**src/rtl/dmi_req_bridge.sv**
```systemverilog
// Buffered, handshaked DMI request/response bridge between the JTAG DMI register and the debug module.
// Optional response timeout enabled by defining DMI_BRIDGE_TIMEOUT_EN.
module dmi_req_bridge #(
  parameter int unsigned AddrWidth     = 7,
  parameter int unsigned DataWidth     = 32,
  parameter int unsigned FifoDepth     = 2,
  parameter int unsigned TimeoutCycles = 1024
) (
  input  logic                             clk_i,
  input  logic                             rst_ni,
  input  logic                             update_i,
  input  logic [1:0]                       op_i,
  input  logic [AddrWidth-1:0]             addr_i,
  input  logic [DataWidth-1:0]             data_i,
  input  logic                             capture_i,
  input  logic                             dmireset_i,
  input  logic                             dmihardreset_i,
  output logic                             dmi_req_valid_o,
  input  logic                             dmi_req_ready_i,
  output logic [1:0]                       dmi_req_op_o,
  output logic [AddrWidth-1:0]             dmi_req_addr_o,
  output logic [DataWidth-1:0]             dmi_req_data_o,
  input  logic                             dmi_resp_valid_i,
  output logic                             dmi_resp_ready_o,
  input  logic [DataWidth-1:0]             dmi_resp_data_i,
  input  logic [1:0]                       dmi_resp_err_i,
  output logic [DataWidth-1:0]             rdata_o,
  output logic [1:0]                       status_o,
  output logic [$clog2(FifoDepth+1)-1:0]   pending_o
);

  localparam int unsigned PtrW   = (FifoDepth > 1) ? $clog2(FifoDepth) : 1;
  localparam int unsigned CntW   = $clog2(FifoDepth + 1);
  localparam int unsigned EntryW = 2 + AddrWidth + DataWidth;

  localparam logic [1:0] OpRead  = 2'd1;
  localparam logic [1:0] OpWrite = 2'd2;

  typedef enum logic [1:0] {
    IDLE,
    REQ,
    WAIT
  } state_t;

  state_t            state;
  logic [EntryW-1:0] mem [FifoDepth];
  logic [PtrW-1:0]   wr_ptr;
  logic [PtrW-1:0]   rd_ptr;
  logic [CntW-1:0]   count;
  logic [1:0]        sticky;

  logic              op_valid;
  logic              full;
  logic              pop;
  logic              push;
  logic              drop;
  logic              busy;
  logic              resp_fire;
  logic              timeout_hit;
  logic [1:0]        sticky_base;
  logic [1:0]        sticky_next;
  logic [CntW:0]     pend_sum;

`ifdef DMI_BRIDGE_TIMEOUT_EN
  localparam int unsigned TmoW = $clog2(TimeoutCycles + 1);
  logic [TmoW-1:0] tmo_cnt;
`endif

  function automatic logic [PtrW-1:0] ptr_inc(input logic [PtrW-1:0] p);
    return (p == PtrW'(FifoDepth - 1)) ? '0 : p + 1'b1;
  endfunction

  always_comb begin
    op_valid    = (op_i == OpRead) || (op_i == OpWrite);
    sticky_base = dmireset_i ? '0 : sticky;
    full        = (count == CntW'(FifoDepth));
    pop         = (state == IDLE) && (count != '0);
    // A full queue still accepts when the head leaves in the same cycle.
    push        = update_i && op_valid && (sticky_base == '0) && (!full || pop) && !dmihardreset_i;
    drop        = update_i && op_valid && (sticky_base == '0) && full && !pop;
    busy        = (state != IDLE) || (count != '0);
    resp_fire   = (state == WAIT) && dmi_resp_valid_i;
`ifdef DMI_BRIDGE_TIMEOUT_EN
    timeout_hit = (state == WAIT) && !dmi_resp_valid_i && ((tmo_cnt + 1'b1) == TmoW'(TimeoutCycles));
`else
    timeout_hit = 1'b0;
`endif

    sticky_next = sticky_base;
    if (drop)
      sticky_next = 2'd3;
    if (((resp_fire && (dmi_resp_err_i != 2'd0)) || timeout_hit) && (sticky_next == 2'd0))
      sticky_next = 2'd2;
    if (capture_i && busy && (sticky_next == 2'd0))
      sticky_next = 2'd3;

    pend_sum  = {1'b0, count} + (CntW + 1)'(state != IDLE);
    pending_o = pend_sum[CntW] ? '1 : pend_sum[CntW-1:0];
  end

  always_ff @(posedge clk_i) begin
    if (push)
      mem[wr_ptr] <= {op_i, addr_i, data_i};
  end

  always_ff @(posedge clk_i or negedge rst_ni) begin
    if (!rst_ni) begin
      state            <= IDLE;
      wr_ptr           <= '0;
      rd_ptr           <= '0;
      count            <= '0;
      sticky           <= '0;
      status_o         <= '0;
      rdata_o          <= '0;
      dmi_req_valid_o  <= 1'b0;
      dmi_resp_ready_o <= 1'b0;
      dmi_req_op_o     <= '0;
      dmi_req_addr_o   <= '0;
      dmi_req_data_o   <= '0;
`ifdef DMI_BRIDGE_TIMEOUT_EN
      tmo_cnt          <= '0;
`endif
    end else if (dmihardreset_i) begin
      state            <= IDLE;
      wr_ptr           <= '0;
      rd_ptr           <= '0;
      count            <= '0;
      sticky           <= '0;
      status_o         <= '0;
      dmi_req_valid_o  <= 1'b0;
      dmi_resp_ready_o <= 1'b0;
    end else begin
      if (push)
        wr_ptr <= ptr_inc(wr_ptr);
      if (pop)
        rd_ptr <= ptr_inc(rd_ptr);
      count  <= count + CntW'(push) - CntW'(pop);
      sticky <= sticky_next;
      if (capture_i)
        status_o <= busy ? 2'd3 : sticky_next;

      case (state)
        IDLE: begin
          if (pop) begin
            {dmi_req_op_o, dmi_req_addr_o, dmi_req_data_o} <= mem[rd_ptr];
            dmi_req_valid_o <= 1'b1;
            state           <= REQ;
          end
        end
        REQ: begin
          if (dmi_req_ready_i) begin
            dmi_req_valid_o  <= 1'b0;
            dmi_resp_ready_o <= 1'b1;
            state            <= WAIT;
`ifdef DMI_BRIDGE_TIMEOUT_EN
            tmo_cnt          <= '0;
`endif
          end
        end
        WAIT: begin
          if (dmi_resp_valid_i) begin
            if ((dmi_resp_err_i == 2'd0) && (dmi_req_op_o == OpRead))
              rdata_o <= dmi_resp_data_i;
            dmi_resp_ready_o <= 1'b0;
            state            <= IDLE;
          end else if (timeout_hit) begin
            dmi_resp_ready_o <= 1'b0;
            state            <= IDLE;
          end
`ifdef DMI_BRIDGE_TIMEOUT_EN
          else begin
            tmo_cnt <= tmo_cnt + 1'b1;
          end
`endif
        end
        default: state <= IDLE;
      endcase
    end
  end

endmodule

```
**config.mk**
```make
export PLATFORM = sky130hd
export DESIGN_NAME = dmi_req_bridge
export DESIGN_NICKNAME = d
export VERILOG_FILES = /design/src/rtl/dmi_req_bridge.sv
export SDC_FILE = /design/constraint.sdc
export NUM_CORES = 1
export LEC_CHECK = 0
export BUFFER_PORTS_ARGS = -buffer_cell sky130_fd_sc_hd__clkbuf_2
export CAP_MARGIN = 20
export CORE_MARGIN = 4
export CORE_UTILIZATION = 47
export CTS_CLUSTER_DIAMETER = 50
export DETAILED_ROUTE_END_ITERATION = 10
export PLACE_DENSITY = 0.72
export SLEW_MARGIN = 20
export SYNTH_ARGS = -nofsm -noshare
export SYNTH_HDL_FRONTEND = slang
export SYNTH_SLANG_ARGS = --single-unit
```
**constraint.sdc**
```tcl
create_clock -name clk_i -period 4.2 [get_ports clk_i]
set_input_delay 1.26 -clock clk_i [delete_from_list [all_inputs] [get_ports clk_i]]
set_output_delay 1.26 -clock clk_i [all_outputs]
set_load 0.01 [all_outputs]
```
==> qor.yml, run 1 <==
logic_synthesis:
  synth_fp_nets: 488
  synthCells: 402
  synth_top_family_by_area: "multiplexers"
  async_flop_share: 0.509
  synth_cell_types: 38
  synth_area_leaders: "edfxtp_1 (39%), dfrtp_1 (33%), mux2i_1 (6.4%), o21ai_2 (5.3%), mux2_2 (3.7%)"
  ys_top_cells_by_count: "dfrtp_1 (85), edfxtp_1 (82), nand2_1 (44)"
  yosys_warnings: 0
  synthXorXnorAreaFrac: 0.00548
  ys_ff_latch: 167
  syn_area_um2: 6390
  yosysMostFrequentCell: "dfrtp_1"
  synthSimpleGateAreaFrac: 0.0509
  synth_largest_area_cell: "edfxtp_1"
  synth-compound-area-share: 0.0720
  yosysSeqAreaShare: 0.718
  synth_top_flop_cell: "dfrtp_1"
  synth_adder_area_share: 0.00587
  avgSynthCellArea_um2: 15.9
  muxShareOfSynthArea: 0.121
  synth-edff-count: 82
  yosysTopAreaCellShare: 0.385
critical_path:
  rrSetupSlack_ns: 1.91
  crit_type: "reg -> out"
  crit_family: "simple AND/OR/NAND/NOR gates"
  cp-end-kind: "primary output"
  cpPeakStageDelay_ns: 0.47
  r2r_start: "state[0]$_DFFE_PN0P_"
  crit_buf_inv: 2
  crit_required_ns: 2.94
  crit_path_start_kind: "flip-flop"
  cpMaxStageDelayCell: "dfrtp_1"
  crit_path_max_fanout: 10
  r2r_end: "count[1]$_DFF_PN0_"
  worst_r2r_path_depth: 9
  cp_cell_sequence: "nor2_1 > inv_1 > ha_1 > or2_2 > clkbuf_2"
  arrival_ns: 1.79
routing:
  ant_nets: 0
  wl_per_cell_um: 16.0
  vias: 3798
  drc: 0
  first_pass_iters: 4
  drt_iter0_drc: 215
  vias_per_cell: 5.01
  wirelength_um: 12200
grt:
  grt_use_total: 0.162
  antenna_found_initial: 0
  grt_overflow: 0
  grt_max_degree: 83
  first_global_vias: 3850
  grt_pass1_wl_um: 19800
layout:
  final_cells: 758
  num_antenna_cells: 0
  drive_gt1_frac: 0.450
  final_nets: 655
  syn_to_final_growth_pct: 23.8
timing:
  fin_skew_ns: 0.0110
  finalSetupViolCount: 0
  setup_total_negative_slack_ns: 0
  grt_setup_unrepaired: "no"
  period_needed_ns: 3.05
  timing.fmax_mhz: 328
  hold_viol: 0
  timing.final.crit_share: 0.727
  slew_violations: 0
  tightest_slew_ns: 0.575
  slew_headroom: 0.616
pwr:
  powerDensity_nw_per_um2: 605
  power.total_uw: 4790
  p_leak_uw: 0.00357
  ir_worst_vdd_mv: 0.352
cts:
  numCtsBuffers: 17
  cts_tree: "built"
  path_clk_slew_ns: 0.06
  cts_hold_buf: 0
  htreeDepth: 4
  cts_resized: 0
  postCtsSetupRepairBufs: 0
  insertion_delay_ns: 0.42
  clock-root-buffer: "clkbuf_16"
  clkSinkCount: 167
  clock_path_buffers: 2
floorplan:
  core_area_um2: 13300
  die_x_um: 125
  fp.dieH_um: 125
  fp-row-count: 42
  ios: 162
  initial_core_util: 0.481
  dieArea_um2: 15500
placed_design:
  port_buffers: 161
  place_hpwl_um: 8490
  gp_congestion: 0.847
  dp.cells: 725
min_path:
  min_from: "dmi_req_data_o[14]$_DFFE_PN0P_"
  hold_path.class: "reg -> reg"
  min_to: "dmi_req_data_o[14]$_DFFE_PN0P_"
  min_path_cells: 2
status:
  run_status: "completed"
run:
  maxCapViolations: 0
[stage by stage]
step                setup WS (ns)  area (um^2)  hold WS, ns   util
detailed placement           1.01         7330        0.465  0.551
global route                 1.05         7910        0.496  0.595
floorplan                   0.118         6390        0.491      -
global placement             1.06         7330        0.464  0.551
CTS                          1.12         7890        0.478  0.593
finish                       1.15         7910        0.476  0.595
[layout by cell type, fill, tap and decap left out, types with 3 or more instances in the layout]
cell       netlist  routed
a21oi_1          4       4
buf_4            0       7
clkbuf_1         4       4
clkbuf_16        0      18
clkbuf_2         1     160
clkbuf_8         0       4
clkinv_2         0       3
dfrtp_1         85      84
edfxtp_1        82      82
ha_1             3       3
inv_1            4       4
mux2_1          11      11
mux2_2          21      21
mux2i_1         41      41
nand2_1         44      44
nand3_1          3       3
nor2_1          10       8
nor3_1           4       4
o21ai_2         39      39
[sequential cells by signal, indices dropped and copies added, names as in the netlist]
name and count:
mem 82, dmi_req_data_o 32, rdata_o 32, dmi_req_addr_o 7
count 2, dmi_req_op_o 2, state 2, status_o 2
sticky 2, dmi_req_valid_o 1, dmi_resp_ready_o 1, rd_ptr 1
wr_ptr 1
[layer usage]
| metal | vias to the layer above | track usage | share of wire |
|---|---|---|---|
| li1 | 1814 | - | - |
| met4 | 0 | 0.0542 | 0.015 |
| met1 | 1817 | 0.200 | 0.42 |
| met5 | - | 0 | 0 |
| met2 | 151 | 0.264 | 0.48 |
| met3 | 16 | 0.0609 | 0.083 |
[cells by family (layout without fill, tap and decap cells)]
family	count (synthesis)	in the layout
xor gates and xnor gates	4	4
adders and majority gates	3	3
muxes	73	73
DFF	167	167
and+or+nand+nor	74	74
buffers and inverters	24	204
AOI/OAI and AO/OA	57	57
[worst register-to-register path, cell delays in order, from the launching register on]
cell     delay, ns
dfrtp_1       0.47
nor2_1        0.22
nor3b_1       0.11
or3_1         0.47
ha_1          0.32
inv_1         0.04
ha_1          0.17
xor2_1        0.15
xnor2_1       0.14
nor2_1        0.06
[where the power goes]
group	internal [uW]	switching, uW	total [uW]
combinational	505	656	1160
sequential	2010	190	2200
clock	853	578	1430
total	3370	1420	4790
[how the worst max path moves through the flow]
stage                          end            startpoint  cells after the start
6_report              pending_o[1]  state[0]$_DFFE_PN0P_                      5
5_1_grt               pending_o[1]  state[0]$_DFFE_PN0P_                      5
4_1_cts               pending_o[1]  state[0]$_DFFE_PN0P_                      5
3_5_place_dp    count[1]$_DFF_PN0_               op_i[1]                     10
3_3_place_gp    count[1]$_DFF_PN0_               op_i[0]                     10
2_1_floorplan  mem[0][0]$_DFFE_PP_               op_i[1]                      4
[final cells by class]
class	instances	area, um^2
clock buffers	26	520
clock inverters	6	37.5
fillers	1044	5380
inverters	4	15.0
multi-input cells	211	1650
flip-flops and latches	167	4590
well taps	176	220
repair buffers	168	881
Power figures use the tool's default switching activity.
==> inputs of run 2 (changes only) <==
Settings changed: PLACE_DENSITY 0.72 to 0.75.
Clock period 4.2 ns to 2.59 ns, I/O delays scaled along.
==> qor.yml, run 2 (synthesis results as in run 1) <==
routing:
  wl_per_cell_um: 16.2  # was 16.0 um
  vias_per_cell: 5.01  # about the same
  drc: 0  # unchanged
  vias: 3815  # was 3798
  wirelength_um: 12400  # was 12200 um
  first_pass_iters: 4  # unchanged
  drt_iter0_drc: 150  # was 215
  ant_nets: 0  # unchanged
timing:
  hold_viol: 0  # unchanged
  setup_total_negative_slack_ns: 0  # unchanged
  slew_headroom: 0.576  # was 0.616
  timing.fmax_mhz: 403
  tightest_slew_ns: 0.636  # was 0.575 ns
  finalSetupViolCount: 0  # unchanged
  slew_violations: 0  # unchanged
  timing.final.crit_share: 0.958
  fin_skew_ns: 0.00880  # was 0.0110 ns
  grt_setup_unrepaired: "no"  # unchanged
  period_needed_ns: 2.48
layout:
  drive_gt1_frac: 0.456  # was 0.450
  largest_reg_flops: 82  # unchanged
  num_antenna_cells: 0  # unchanged
  syn_to_final_growth_pct: 24.7  # was 23.8%
  reg.largest.list: "mem: 82 flops, dmi_req_data_o: 32 flops, rdata_o: 32 flops"  # unchanged
  final.fill_count: 1061  # was 1044
  final_common_cell: "clkbuf_2"  # unchanged
  final_cell_mix: "clkbuf_2 (160), dfrtp_1 (82), edfxtp_1 (82)"  # was clkbuf_2 (160), dfrtp_1 (84), edfxtp_1 (82)
  final_cells: 762  # was 758
  largest-register: "mem"  # unchanged
  final_nets: 659  # was 655
cts:
  htreeDepth: 4  # unchanged
  numCtsBuffers: 17  # unchanged
  clock-root-buffer: "clkbuf_16"  # unchanged
  clkSinkCount: 167  # unchanged
  clock_path_buffers: 2  # unchanged
  path_clk_slew_ns: 0.06  # about the same
  insertion_delay_ns: 0.41  # was 0.42 ns
  cts_tree: "built"  # unchanged
  cts_hold_buf: 0  # unchanged
placed_design:
  gp_congestion: 0.842  # was 0.847
  dp.cells: 730  # was 725
  place_hpwl_um: 8860  # was 8490 um
  port_buffers: 161  # unchanged
floorplan:
  fp-row-count: 42  # unchanged
  initial_core_util: 0.481  # unchanged
  die_x_um: 125  # unchanged
  fp.dieH_um: 125  # unchanged
  ios: 162  # unchanged
  dieArea_um2: 15500  # unchanged
  core_area_um2: 13300  # unchanged
run:
  maxCapViolations: 0  # unchanged
critical_path:
  arrival_ns: 1.70  # was 1.79 ns
  cpPeakStageDelay_ns: 0.46  # was 0.47 ns
  cpMaxStageDelayCell: "dfrtp_2"  # was dfrtp_1
  worst_r2r_path_depth: 9  # unchanged
  crit_path_max_fanout: 10  # unchanged
  cp_cell_sequence: "nor2_2 > inv_1 > ha_1 > or2_2 > clkbuf_2"  # was nor2_1 > inv_1 > ha_1 > or2_2 > clkbuf_2
  crit_type: "reg -> out"  # unchanged
  rrSetupSlack_ns: 0.51  # was 1.91 ns
  cp-endpoint: "pending_o[1]"  # unchanged
  r2r_start: "state[0]$_DFFE_PN0P_"  # unchanged
  r2r_end: "count[1]$_DFF_PN0_"  # unchanged
  crit_required_ns: 1.81  # was 2.94 ns
  crit_start: "state[0]$_DFFE_PN0P_"  # unchanged
  crit_path_start_kind: "flip-flop"  # unchanged
  cp-end-kind: "primary output"  # unchanged
grt:
  antenna_found_initial: 0  # unchanged
  grt_pass1_wl_um: 20600  # was 19800 um
  grt_use_total: 0.169  # was 0.162
  first_global_vias: 4090  # was 3850
  grt_max_degree: 45  # was 83
  grt_overflow: 0  # unchanged
pwr:
  ir_worst_vdd_mv: 0.535  # was 0.352 mV
  p_leak_uw: 0.00359  # was 0.00357 uW
  powerDensity_nw_per_um2: 975  # was 605 nW/um^2
status:
  run_status: "completed"  # unchanged
min_path:
  hold_path.class: "in -> async"  # was reg -> reg
## run 2: metal layers
metal  routed length (um)  vias to the layer above  global-route usage
met5                    0                        -                   0
met4                  204                        0              0.0632
met3                 1080                       15              0.0703
met2                 5770                      156               0.271
met1                 5320                     1835               0.203
li1                     -                     1809                   -
## run 2: worst min-delay path by stage
stage | end | slack, ns | cells past startpoint
floorplan | count[0]$_DFF_PN0_ | 0.48 | 0
global placement | dmi_req_data_o[20]$_DFFE_PN0P_ | 0.46 | 2
global route | count[0]$_DFF_PN0_ | 0.42 | 1
finish | state[1]$_DFFE_PN0P_ | 0.39 | 1
detailed placement | dmi_req_data_o[15]$_DFFE_PN0P_ | 0.47 | 2
CTS | state[1]$_DFFE_PN0P_ | 0.40 | 1
## run 2: critical path: cells and delay by family (launching register included)
kind	cells	cell delay, ns
DFF	1	0.46
and+or+nand+nor	2	0.44
adders and majority gates	1	0.19
buffers and inverters	2	0.21
## run 2: stage by stage
step                hold slack [ns]  worst slack [ns]  area, um^2   util  total power (uW)
finish                        0.393             0.110        7970  0.600              7770
global route                  0.417           0.00387        7970  0.600              8250
CTS                           0.395            0.0256        7970  0.599              7890
detailed placement            0.465           -0.0230        7430  0.559              5580
global placement              0.460            0.0697        7430  0.559              5490
floorplan                     0.481            -0.348        6400      -              4840
## run 2: layout make-up
class / count / area, um^2 / share of cell area
clock buffer: 26 / 500 / 0.0628
tap: 176 / 220 / 0.0276
multi-input combinational: 211 / 1650 / 0.207
sequential: 167 / 4590 / 0.576
clock inverter: 6 / 38.8 / 0.00487
timing repair buffer: 172 / 953 / 0.120
inverter: 4 / 15.0 / 0.00188
## run 2: power breakdown
group / total [uW] / leakage, uW / internal (uW) / switching, uW
combinational: 1910 / 0.00148 / 841 / 1070
sequential: 3570 / 0.00185 / 3260 / 316
clock: 2290 / 0.000265 / 1340 / 952
total: 7770 / 0.00359 / 5440 / 2340
## run 2: timing repair
action                     in CTS  in global routing
gates resized for setup         0                  3
setup endpoints to repair       0                  2
buffers inserted                0                  0
==> inputs of run 3 (changes only) <==
Settings changed: CELL_PAD_IN_SITES_DETAIL_PLACEMENT set to 1, CELL_PAD_IN_SITES_GLOBAL_PLACEMENT set to 2, CORE_UTILIZATION 47 to 33, PLACE_DENSITY 0.75 to not set, PLACE_DENSITY_LB_ADDON set to 0.1.
==> qor.yml, run 3 (synthesis results as in run 1) <==
grt:
  grt_use_total: 0.131  # was 0.169
  grt_overflow: 0  # unchanged
  grt_max_degree: 51  # was 45
  grt_pass1_wl_um: 22200  # was 20600 um
  first_global_vias: 4138  # was 4090
  antenna_found_initial: 0  # unchanged
min_path:
  hold_path.class: "in -> async"  # unchanged
cts:
  clock-root-buffer: "clkbuf_16"  # unchanged
  clkSinkCount: 167  # unchanged
  clock_path_buffers: 2  # unchanged
  insertion_delay_ns: 0.41  # about the same
  cts_hold_buf: 0  # unchanged
  cts_resized: 1  # was 0
  cts_tree: "built"  # unchanged
  postCtsSetupRepairBufs: 0  # unchanged
  path_clk_slew_ns: 0.06  # about the same
  htreeDepth: 4  # unchanged
  numCtsBuffers: 17  # unchanged
critical_path:
  cp-end-kind: "primary output"  # unchanged
  crit_path_start_kind: "flip-flop"  # unchanged
  crit_type: "reg -> out"  # unchanged
  arrival_ns: 1.68  # was 1.70 ns
  crit_path_max_fanout: 9  # was 10
  crit_required_ns: 1.81  # about the same
timing:
  hold_ws_ns: 0.268  # was 0.393 ns
  timing.fmax_mhz: 407  # was 403 MHz
  timing.final.crit_share: 0.948  # was 0.958
  slew_headroom: 0.696  # was 0.576
  period_needed_ns: 2.45  # was 2.48 ns
  hold_viol: 0  # unchanged
  grt_setup_unrepaired: "no"  # unchanged
  setup_ws_ns: 0.136  # was 0.110 ns
  finalSetupViolCount: 0  # unchanged
  fin_skew_ns: 0.00661  # was 0.00880 ns
  slew_violations: 0  # unchanged
  tightest_slew_ns: 0.456  # was 0.636 ns
floorplan:
  fp.dieH_um: 147  # was 125 um
  core_area_um2: 18900  # was 13300 um^2
  dieArea_um2: 21700  # was 15500 um^2
  initial_core_util: 0.338  # was 0.481
  fp-row-count: 50  # was 42
  ios: 162  # unchanged
  die_x_um: 147  # was 125 um
placed_design:
  place_hpwl_um: 9720  # was 8860 um
  gp_congestion: 0.689  # was 0.842
  port_buffers: 161  # unchanged
  dp_slack_ns: 0.0230  # was -0.0230 ns
  dp.cells: 816  # was 730
  place_area_um2: 7550  # was 7430 um^2
layout:
  multiInputGateArea_um2: 1660  # was 1650 um^2
  largest_reg_flops: 82  # unchanged
  final_nets: 661  # was 659
  syn_to_final_growth_pct: 27.7  # was 24.7%
  reg.largest.list: "mem: 82 flops, dmi_req_data_o: 32 flops, rdata_o: 32 flops"  # unchanged
  seq_area_um2: 4590  # about the same
  final.fill_count: 1956  # was 1061
  design_area_um2: 8160  # was 7970 um^2
  final_cells: 848  # was 762
  largest-register: "mem"  # unchanged
  num_antenna_cells: 0  # unchanged
  drive_gt1_frac: 0.463  # was 0.456
  final_cell_mix: "clkbuf_2 (160), dfrtp_1 (83), edfxtp_1 (82)"  # was clkbuf_2 (160), dfrtp_1 (82), edfxtp_1 (82)
  final_common_cell: "clkbuf_2"  # unchanged
pwr:
  ir_worst_vdd_mv: 0.485  # was 0.535 mV
  power.total_uw: 8050  # was 7770 uW
  powerDensity_nw_per_um2: 986  # was 975 nW/um^2
  p_leak_uw: 0.00362  # was 0.00359 uW
routing:
  drt_iter0_drc: 146  # was 150
  first_pass_iters: 4  # unchanged
  wl_per_cell_um: 15.9  # was 16.2 um
  wirelength_um: 13500  # was 12400 um
  vias: 3785  # was 3815
  ant_nets: 0  # unchanged
  drc: 0  # unchanged
  vias_per_cell: 4.46  # was 5.01
status:
  run_status: "completed"  # unchanged
run:
  maxCapViolations: 0  # unchanged
## run 3: metrics by stage
step / setup TNS (ns) / util
floorplan: -28.56 / -
global placement: 0 / 0.399
detailed placement: 0 / 0.399
CTS: 0 / 0.432
global route: 0 / 0.432
finish: 0 / 0.432
## run 3: final timing paths
kind / startpoint / endpoint / slack [ns] / cells after the start
min reg2reg: dmi_req_data_o[17]$_DFFE_PN0P_ / dmi_req_data_o[17]$_DFFE_PN0P_ / 0.48 / 2
min: rst_ni / dmi_req_data_o[7]$_DFFE_PN0P_ / 0.27 / 1
max: state[1]$_DFFE_PN0P_ / pending_o[1] / 0.14 / 5
max in group asynchronous: rst_ni / state[1]$_DFFE_PN0P_ / 1.61 / 2
min in group clk_i: dmi_req_data_o[17]$_DFFE_PN0P_ / dmi_req_data_o[17]$_DFFE_PN0P_ / 0.48 / 2
max reg2reg: state[1]$_DFFE_PN0P_ / count[1]$_DFF_PN0_ / 0.53 / 9
## run 3: area by class of cell
class	count	area share
well taps	260	0.0399
clock buffers	17	0.0521
inverters	4	0.00184
multi-input cells	211	0.203
flip-flops and latches	167	0.563
repair buffers	174	0.119
clock inverters	15	0.0218
## run 3: routing by layer
layer | part of all wire | GRT usage | vias up
li1 | - | - | 1812
met1 | 0.46 | 0.169 | 1840
met2 | 0.47 | 0.208 | 118
met3 | 0.064 | 0.0487 | 15
met4 | 0.013 | 0.0419 | 0
met5 | 0 | 0 | -
## run 3: report_power, final
group / internal (uW) / total [uW] / switching (uW)
sequential: 3250 / 3540 / 287
combinational: 854 / 1950 / 1100
clock: 1520 / 2560 / 1040
total: 5630 / 8050 / 2420
## run 3: critical path, stage by stage, from the launching register on
cell      delay [ns]
dfrtp_2         0.47
nor2_4          0.13
inv_1           0.06
ha_1            0.18
or2_2           0.27
clkbuf_2        0.14
